File: config.mk
export PLATFORM = sky130hd
export DESIGN_NAME = light_level_sequencer
export DESIGN_NICKNAME = d
export VERILOG_FILES = /design/src/rtl/light_pkg.sv /design/src/rtl/light_ramp.sv /design/src/rtl/light_level_sequencer.sv
export SDC_FILE = /design/constraint.sdc
export NUM_CORES = 1
export LEC_CHECK = 0
export ABC_AREA = 1
export CAP_MARGIN = 20
export CELL_PAD_IN_SITES_DETAIL_PLACEMENT = 1
export CELL_PAD_IN_SITES_GLOBAL_PLACEMENT = 2
export CORE_MARGIN = 4
export CORE_UTILIZATION = 25
export CTS_CLUSTER_SIZE = 30
export DETAILED_ROUTE_END_ITERATION = 8
export HOLD_SLACK_MARGIN = 0.1
export PLACE_DENSITY = 0.81
export SLEW_MARGIN = 20
export SYNTH_ARGS = -nofsm -noshare
export SYNTH_HDL_FRONTEND = slang
export SYNTH_SLANG_ARGS = --single-unit
File: constraint.sdc
create_clock -name clk -period 2.1 [get_ports clk]
set_input_delay 0.42 -clock clk [delete_from_list [all_inputs] [get_ports clk]]
set_output_delay 0.42 -clock clk [all_outputs]
set_load 0.005 [all_outputs]
File: src/rtl/light_pkg.sv
// -----------------------------------------------------------------------------
// light_pkg
// Shared types and constants for the light level sequencer.
//   LEVEL_W / LEVEL_MAX : width and ceiling of a brightness value
//   src_e               : which requester currently owns the light
//   ramp_state_e        : ramp FSM states
//   ramp_classify()     : derives the ramp state from delivered level vs target
// -----------------------------------------------------------------------------
package light_pkg;

    localparam int                 LEVEL_W   = 4;
    localparam logic [LEVEL_W-1:0] LEVEL_MAX = 4'd15;

    typedef enum logic [1:0] {
        SRC_NONE   = 2'b00,
        SRC_MOTION = 2'b01,
        SRC_MANUAL = 2'b10
    } src_e;

    typedef enum logic [1:0] {
        RAMP_OFF,
        RAMP_RISE,
        RAMP_ON,
        RAMP_FALL
    } ramp_state_e;

    // The ramp state is a pure function of where the light is and where it
    // should be, so a target change is reflected in the same cycle.
    function automatic ramp_state_e ramp_classify(
        input logic [LEVEL_W-1:0] level,
        input logic [LEVEL_W-1:0] target
    );
        ramp_state_e st;
        if (level < target)
            st = RAMP_RISE;
        else if (level > target)
            st = RAMP_FALL;
        else if (level == '0)
            st = RAMP_OFF;
        else
            st = RAMP_ON;
        return st;
    endfunction

endpackage

File: src/rtl/light_ramp.sv
// -----------------------------------------------------------------------------
// light_ramp
// Moves the delivered brightness one LSB every STEP_CYCLES clocks toward the
// registered target.
//   clk    : rising-edge clock
//   rst    : synchronous, active-high reset
//   target : brightness to ramp toward
//   level  : delivered brightness (registered)
//   busy   : high while level differs from target (RISE or FALL)
// -----------------------------------------------------------------------------
module light_ramp
    import light_pkg::*;
#(
    parameter int STEP_CYCLES = 4
) (
    input  logic               clk,
    input  logic               rst,
    input  logic [LEVEL_W-1:0] target,
    output logic [LEVEL_W-1:0] level,
    output logic               busy
);

    localparam int             CNT_W    = (STEP_CYCLES > 1) ? $clog2(STEP_CYCLES) : 1;
    localparam logic [CNT_W-1:0] CNT_LAST = CNT_W'(STEP_CYCLES - 1);

    ramp_state_e        state;
    ramp_state_e        state_q;
    logic [LEVEL_W-1:0] level_q, level_d;
    logic [CNT_W-1:0]   step_cnt, step_cnt_d, step_cnt_eff;
    logic               reversal;

    // State register.
    // NOTE: reset is synchronous here, so it sits inside the clocked branch
    // and never appears in the sensitivity list.
    always_ff @(posedge clk) begin
        // NOTE: sequential state always uses non-blocking assignments so every
        // register samples the pre-edge values of its neighbours.
        if (rst) begin
            state_q  <= RAMP_OFF;
            level_q  <= '0;
            step_cnt <= '0;
        end else begin
            state_q  <= state;
            level_q  <= level_d;
            step_cnt <= step_cnt_d;
        end
    end

    // Next-state / output logic.
    always_comb begin
        // NOTE: every signal driven here gets a default first so no path can
        // leave it unassigned and infer a latch.
        state        = ramp_classify(level_q, target);
        level_d      = level_q;
        step_cnt_d   = '0;
        step_cnt_eff = step_cnt;
        reversal     = ((state == RAMP_RISE) && (state_q == RAMP_FALL)) ||
                       ((state == RAMP_FALL) && (state_q == RAMP_RISE));

        // On a direction reversal the partial step taken toward the old target
        // is discarded: this cycle counts as step 0 of the new direction, the
        // same as starting a ramp from OFF or ON.
        if (reversal)
            step_cnt_eff = '0;

        unique case (state)
            RAMP_RISE, RAMP_FALL: begin
                if (step_cnt_eff == CNT_LAST) begin
                    step_cnt_d = '0;
                    // level only ever moves toward target, so these guards
                    // never bind; they document that the value cannot wrap.
                    if (state == RAMP_RISE) begin
                        if (level_q != LEVEL_MAX)
                            level_d = level_q + 1'b1;
                    end else begin
                        if (level_q != '0)
                            level_d = level_q - 1'b1;
                    end
                end else begin
                    step_cnt_d = step_cnt_eff + 1'b1;
                end
            end
            default: step_cnt_d = '0;
        endcase
    end

    assign level = level_q;
    assign busy  = (state == RAMP_RISE) || (state == RAMP_FALL);

endmodule

File: src/rtl/light_level_sequencer.sv
// -----------------------------------------------------------------------------
// light_level_sequencer
// Owns the brightness input of light_controller. Arbitrates a manual override
// against night-gated motion lighting (manual wins), holds motion light for
// HOLD_CYCLES after the last detection, and ramps the delivered level.
//   clk          : rising-edge clock
//   rst          : synchronous, active-high reset
//   manual_req   : level-sensitive manual override
//   manual_level : manual target brightness
//   motion_det   : motion sensor; each high cycle re-arms the hold timer
//   motion_level : brightness used for motion lighting
//   night        : motion lighting allowed only while high
//   level_out    : delivered brightness
//   src          : current owner (00 none, 01 motion, 10 manual)
//   busy         : high while level_out is ramping toward target
// -----------------------------------------------------------------------------
module light_level_sequencer
    import light_pkg::*;
#(
    parameter int STEP_CYCLES = 4,
    parameter int HOLD_CYCLES = 16
) (
    input  logic               clk,
    input  logic               rst,
    input  logic               manual_req,
    input  logic [LEVEL_W-1:0] manual_level,
    input  logic               motion_det,
    input  logic [LEVEL_W-1:0] motion_level,
    input  logic               night,
    output logic [LEVEL_W-1:0] level_out,
    output logic [1:0]         src,
    output logic               busy
);

    localparam int                HOLD_W    = $clog2(HOLD_CYCLES + 1);
    localparam logic [HOLD_W-1:0] HOLD_LOAD = HOLD_W'(HOLD_CYCLES);

    logic [HOLD_W-1:0]  hold_cnt;
    logic               motion_active;
    logic [LEVEL_W-1:0] target, target_d;
    src_e               src_q, src_d;

    // Hold timer: reload on every detection, otherwise count down to zero.
    // It runs in daylight too, so motion just before dusk still lights.
    always_ff @(posedge clk) begin
        if (rst)
            hold_cnt <= '0;
        else if (motion_det)
            hold_cnt <= HOLD_LOAD;
        else if (hold_cnt != '0)
            hold_cnt <= hold_cnt - 1'b1;
    end

    // A detection counts in the cycle it arrives, so target follows the input
    // after exactly one clock, and a re-arm on the expiring cycle leaves no gap.
    assign motion_active = motion_det || (hold_cnt != '0);

    always_comb begin
        target_d = '0;
        src_d    = SRC_NONE;
        if (manual_req) begin
            target_d = manual_level;
            src_d    = SRC_MANUAL;
        end else if (motion_active && night) begin
            target_d = motion_level;
            src_d    = SRC_MOTION;
        end
    end

    always_ff @(posedge clk) begin
        if (rst) begin
            target <= '0;
            src_q  <= SRC_NONE;
        end else begin
            target <= target_d;
            src_q  <= src_d;
        end
    end

    assign src = src_q;

    light_ramp #(
        .STEP_CYCLES (STEP_CYCLES)
    ) u_ramp (
        .clk    (clk),
        .rst    (rst),
        .target (target),
        .level  (level_out),
        .busy   (busy)
    );

endmodule

==> flow_metrics.env <==
export IMPL_status="complete, no violations"
export IMPL_max_freq_mhz=507
export IMPL_max_cap_viol_count=0
export IMPL_syn_inst=142
export IMPL_drc=0
export IMPL_clk_path_buf_depth=2
export IMPL_cp_max_fo=8
export IMPL_avgViaCountPerCell=4.33
export IMPL_total_leakage_power_nw=0.694
export IMPL_pwr_share_seq=0.401
export IMPL_synth_avg_cell_area_um2=7.37
export IMPL_io_buffer_count=19
export IMPL_dr_total_vias=970
export IMPL_switching_share=0.330
export IMPL_die_area_um2=5280
export IMPL_p_per_area_nw_per_um2=681
export IMPL_netlist_area_leader_share=0.364
export IMPL_seq_area_frac_synth=0.364
export IMPL_max_slew_margin=0.725
export IMPL_io_pins=20
export IMPL_yosys_warnings=0
export IMPL_root_buffer="clkbuf_8"
export IMPL_pre_cts_ws_ps=-57.5
export IMPL_cp_slowest_cell="dfxtp_1"
export IMPL_die_height_um=72.7
export IMPL_maxSlewViolCount=0
export IMPL_syn_to_final_growth_pct=44.9
export IMPL_power_frac_comb=0.345
export IMPL_cts_tree="done"
export IMPL_worstMarginPinSlew_ps=410
export IMPL_reg2regPathDepth=15
export IMPL_antenna_cells=0
export IMPL_ys_top_cells_by_count="nand2_1, inv_1, dfxtp_1"
export IMPL_hold_viol_final=0
export IMPL_peakVddDrop_mv=0.290
export IMPL_synth_distinct_cells=24
export IMPL_r2r_end="u_ramp.level[3]"
export IMPL_p_int_uw=691
export IMPL_antenna_found_initial=0
export IMPL_grt_usage=0.114
export IMPL_dpl_cell_area_um2=1350
export IMPL_numCtsBuffers=3
export IMPL_synth_largest_area_cell="dfxtp_1"
export IMPL_layout_drive_gt1_share=0.224
export IMPL_synthFlopType="dfxtp_1"
export IMPL_rows=23
export IMPL_fin_area_um2=1520
export IMPL_yosysMostFrequentCell="nand2_1"
export IMPL_finalCritPeriodShare=0.939
export IMPL_critical_path_endpoint="busy"
export IMPL_yosys_top_cells_area="dfxtp_1, nand2_1, ha_1, inv_1, nor2_1"
export IMPL_switchingPower_uw=341
export IMPL_fin_ws_ps=127
export IMPL_cts_sinks=19
export IMPL_crit_arrival_ps=1550
export IMPL_synth_seq_cells=19
export IMPL_cp_buffers_inverters=3
export IMPL_hold_path_class="reg -> reg"
export IMPL_drt_total_wl_mm=2.68
export IMPL_synth_area_um2=1050
export IMPL_fin_hold_ws_ps=460
export IMPL_gp_congestion=0.803
export IMPL_r2r_start="target[3]"
export IMPL_crit_path_frequent_cell="nand2_2"
export IMPL_grt_pass1_vias=1054
export IMPL_die_w_um=72.7
export IMPL_timing_final_crit_period_ps=1970
export IMPL_ant_nets=0
export IMPL_hpwlAfterDp_mm=2.20
export IMPL_grt_ovfl_total=0
export IMPL_hold_buffers=0
export IMPL_clk_pin_slew_ps=80
export IMPL_start_kind="flop"
export IMPL_rsz0062_at_grt="false"
export IMPL_required_ps=1680
export IMPL_cpPeakStageDelay_ps=310
export IMPL_clk_latency_ps=260
export IMPL_nFillCells=509
export IMPL_critPathTopFamily="buffers and inverters"
export IMPL_crit_chain="inv_1 > ha_4 > nand2_2 > inv_2 > nand2_4 > nand2_8 > nand2_2 > dlygate4sd2_1"
export IMPL_worst_path_stages=8
export IMPL_end_kind="primary output"
export IMPL_fin_worst_skew_ps=3.77
export IMPL_power_frac_clock=0.254
export IMPL_setup_violations_final=0
export IMPL_synth_edf_count=0
export IMPL_synthArstFlopShare=0
export IMPL_postSynthNetCount=165
export IMPL_setup_tns_ps=0
export IMPL_path_class="reg -> out"
export IMPL_initial_core_util=0.260
export IMPL_reg2reg_setup_slack_ps=140
export IMPL_drt_wirelength_per_cell_um=11.9
export IMPL_grt_max_degree=11
export IMPL_core_area_um2=4030
export IMPL_drt_pass1_iterations=2
export IMPL_nets=198
export IMPL_startpoint="target[3]"
export IMPL_htree_levels=1
export IMPL_grt_pass1_wl_mm=4.74
export IMPL_drt_iter0_drc=37
[kinds of logic (layout without fill, tap and decap cells)]
group,count (synthesis),count (layout),share of synthesized area
flip-flops,19,19,0.364
adder cells (fa/ha/maj),10,10,0.127
AND/OR/NAND/NOR,69,69,0.311
AO/OA/AOI/OAI,14,14,0.0861
XOR/XNOR,1,1,0.00837
buffers and inverters,29,61,0.104
[registers in the layout (all words and copies together) (netlist names)]
| register | flops |
|---|---|
| u_ramp.step_cnt | 2 |
| target | 4 |
| hold_cnt | 5 |
| src | 2 |
| u_ramp.state_q | 2 |
| u_ramp.level | 4 |
[tightest hold or removal path: stages (launching register included)]
cell,delay (ps)
dfxtp_1,310
nand2_1,60
a21oi_1,50
[metal layers]
metal  global-route usage  up-vias  routed length, um
li1                     -      505                  -
met1                0.149      452               1250
met2                0.194       11               1350
met3               0.0207        2                 68
met4               0.0246        0                  5
met5                    0        -                  0
[worst min-delay path by stage]
stage | from | end | slack [ps] | cells past startpoint
final | hold_cnt[2] | hold_cnt[2] | 460 | 2
after global routing | hold_cnt[2] | hold_cnt[2] | 490 | 2
after CTS | hold_cnt[2] | hold_cnt[2] | 470 | 2
after detailed placement | hold_cnt[2] | hold_cnt[2] | 460 | 2
after global placement | hold_cnt[2] | hold_cnt[2] | 450 | 2
after floorplan | hold_cnt[2] | hold_cnt[2] | 430 | 2
[cell type report]
| class | instances | area (um^2) | area share |
|---|---|---|---|
| Multi-Input combinational cell | 94 | 658 | 0.434 |
| Sequential cell | 19 | 384 | 0.254 |
| Tap cell | 50 | 62.6 | 0.0413 |
| Clock buffer | 4 | 45.0 | 0.0297 |
| Inverter | 29 | 109 | 0.0718 |
| Timing Repair Buffer | 28 | 256 | 0.169 |
[through the flow]
stage                     power, mW  cells   util
after CTS                      1.01    224  0.359
after detailed placement      0.728    218  0.335
after global placement        0.711    218  0.335
final                          1.03    224  0.376
after global routing           1.12    224  0.376
after floorplan               0.614    142      -
[what timing repair did]
action	4_1_cts	5_1_grt
buffers inserted	2	0
resized for setup	5	16
endpoints found under the setup margin	2	7
pin swaps	2	5
gates cloned	0	0
[power by group through the flow]
stage               clock network [mW]  logic [mW]  registers, mW
finish                           0.262       0.356          0.414
global route                     0.291       0.405          0.420
CTS                              0.273       0.330          0.411
detailed placement                   0       0.309          0.419
global placement                     0       0.294          0.417
floorplan                            0       0.196          0.418
[layout by cell type, fill, tap and decap left out, types with 5 or more instances in the layout]
cell type,count
nand2_1,34
inv_1,27
clkdlybuf4s50_1,18
dfxtp_1,16
buf_4,9
nor2_1,8
a21oi_1,5
ha_4,5
Note: power is estimated with default switching activity, not from simulation.
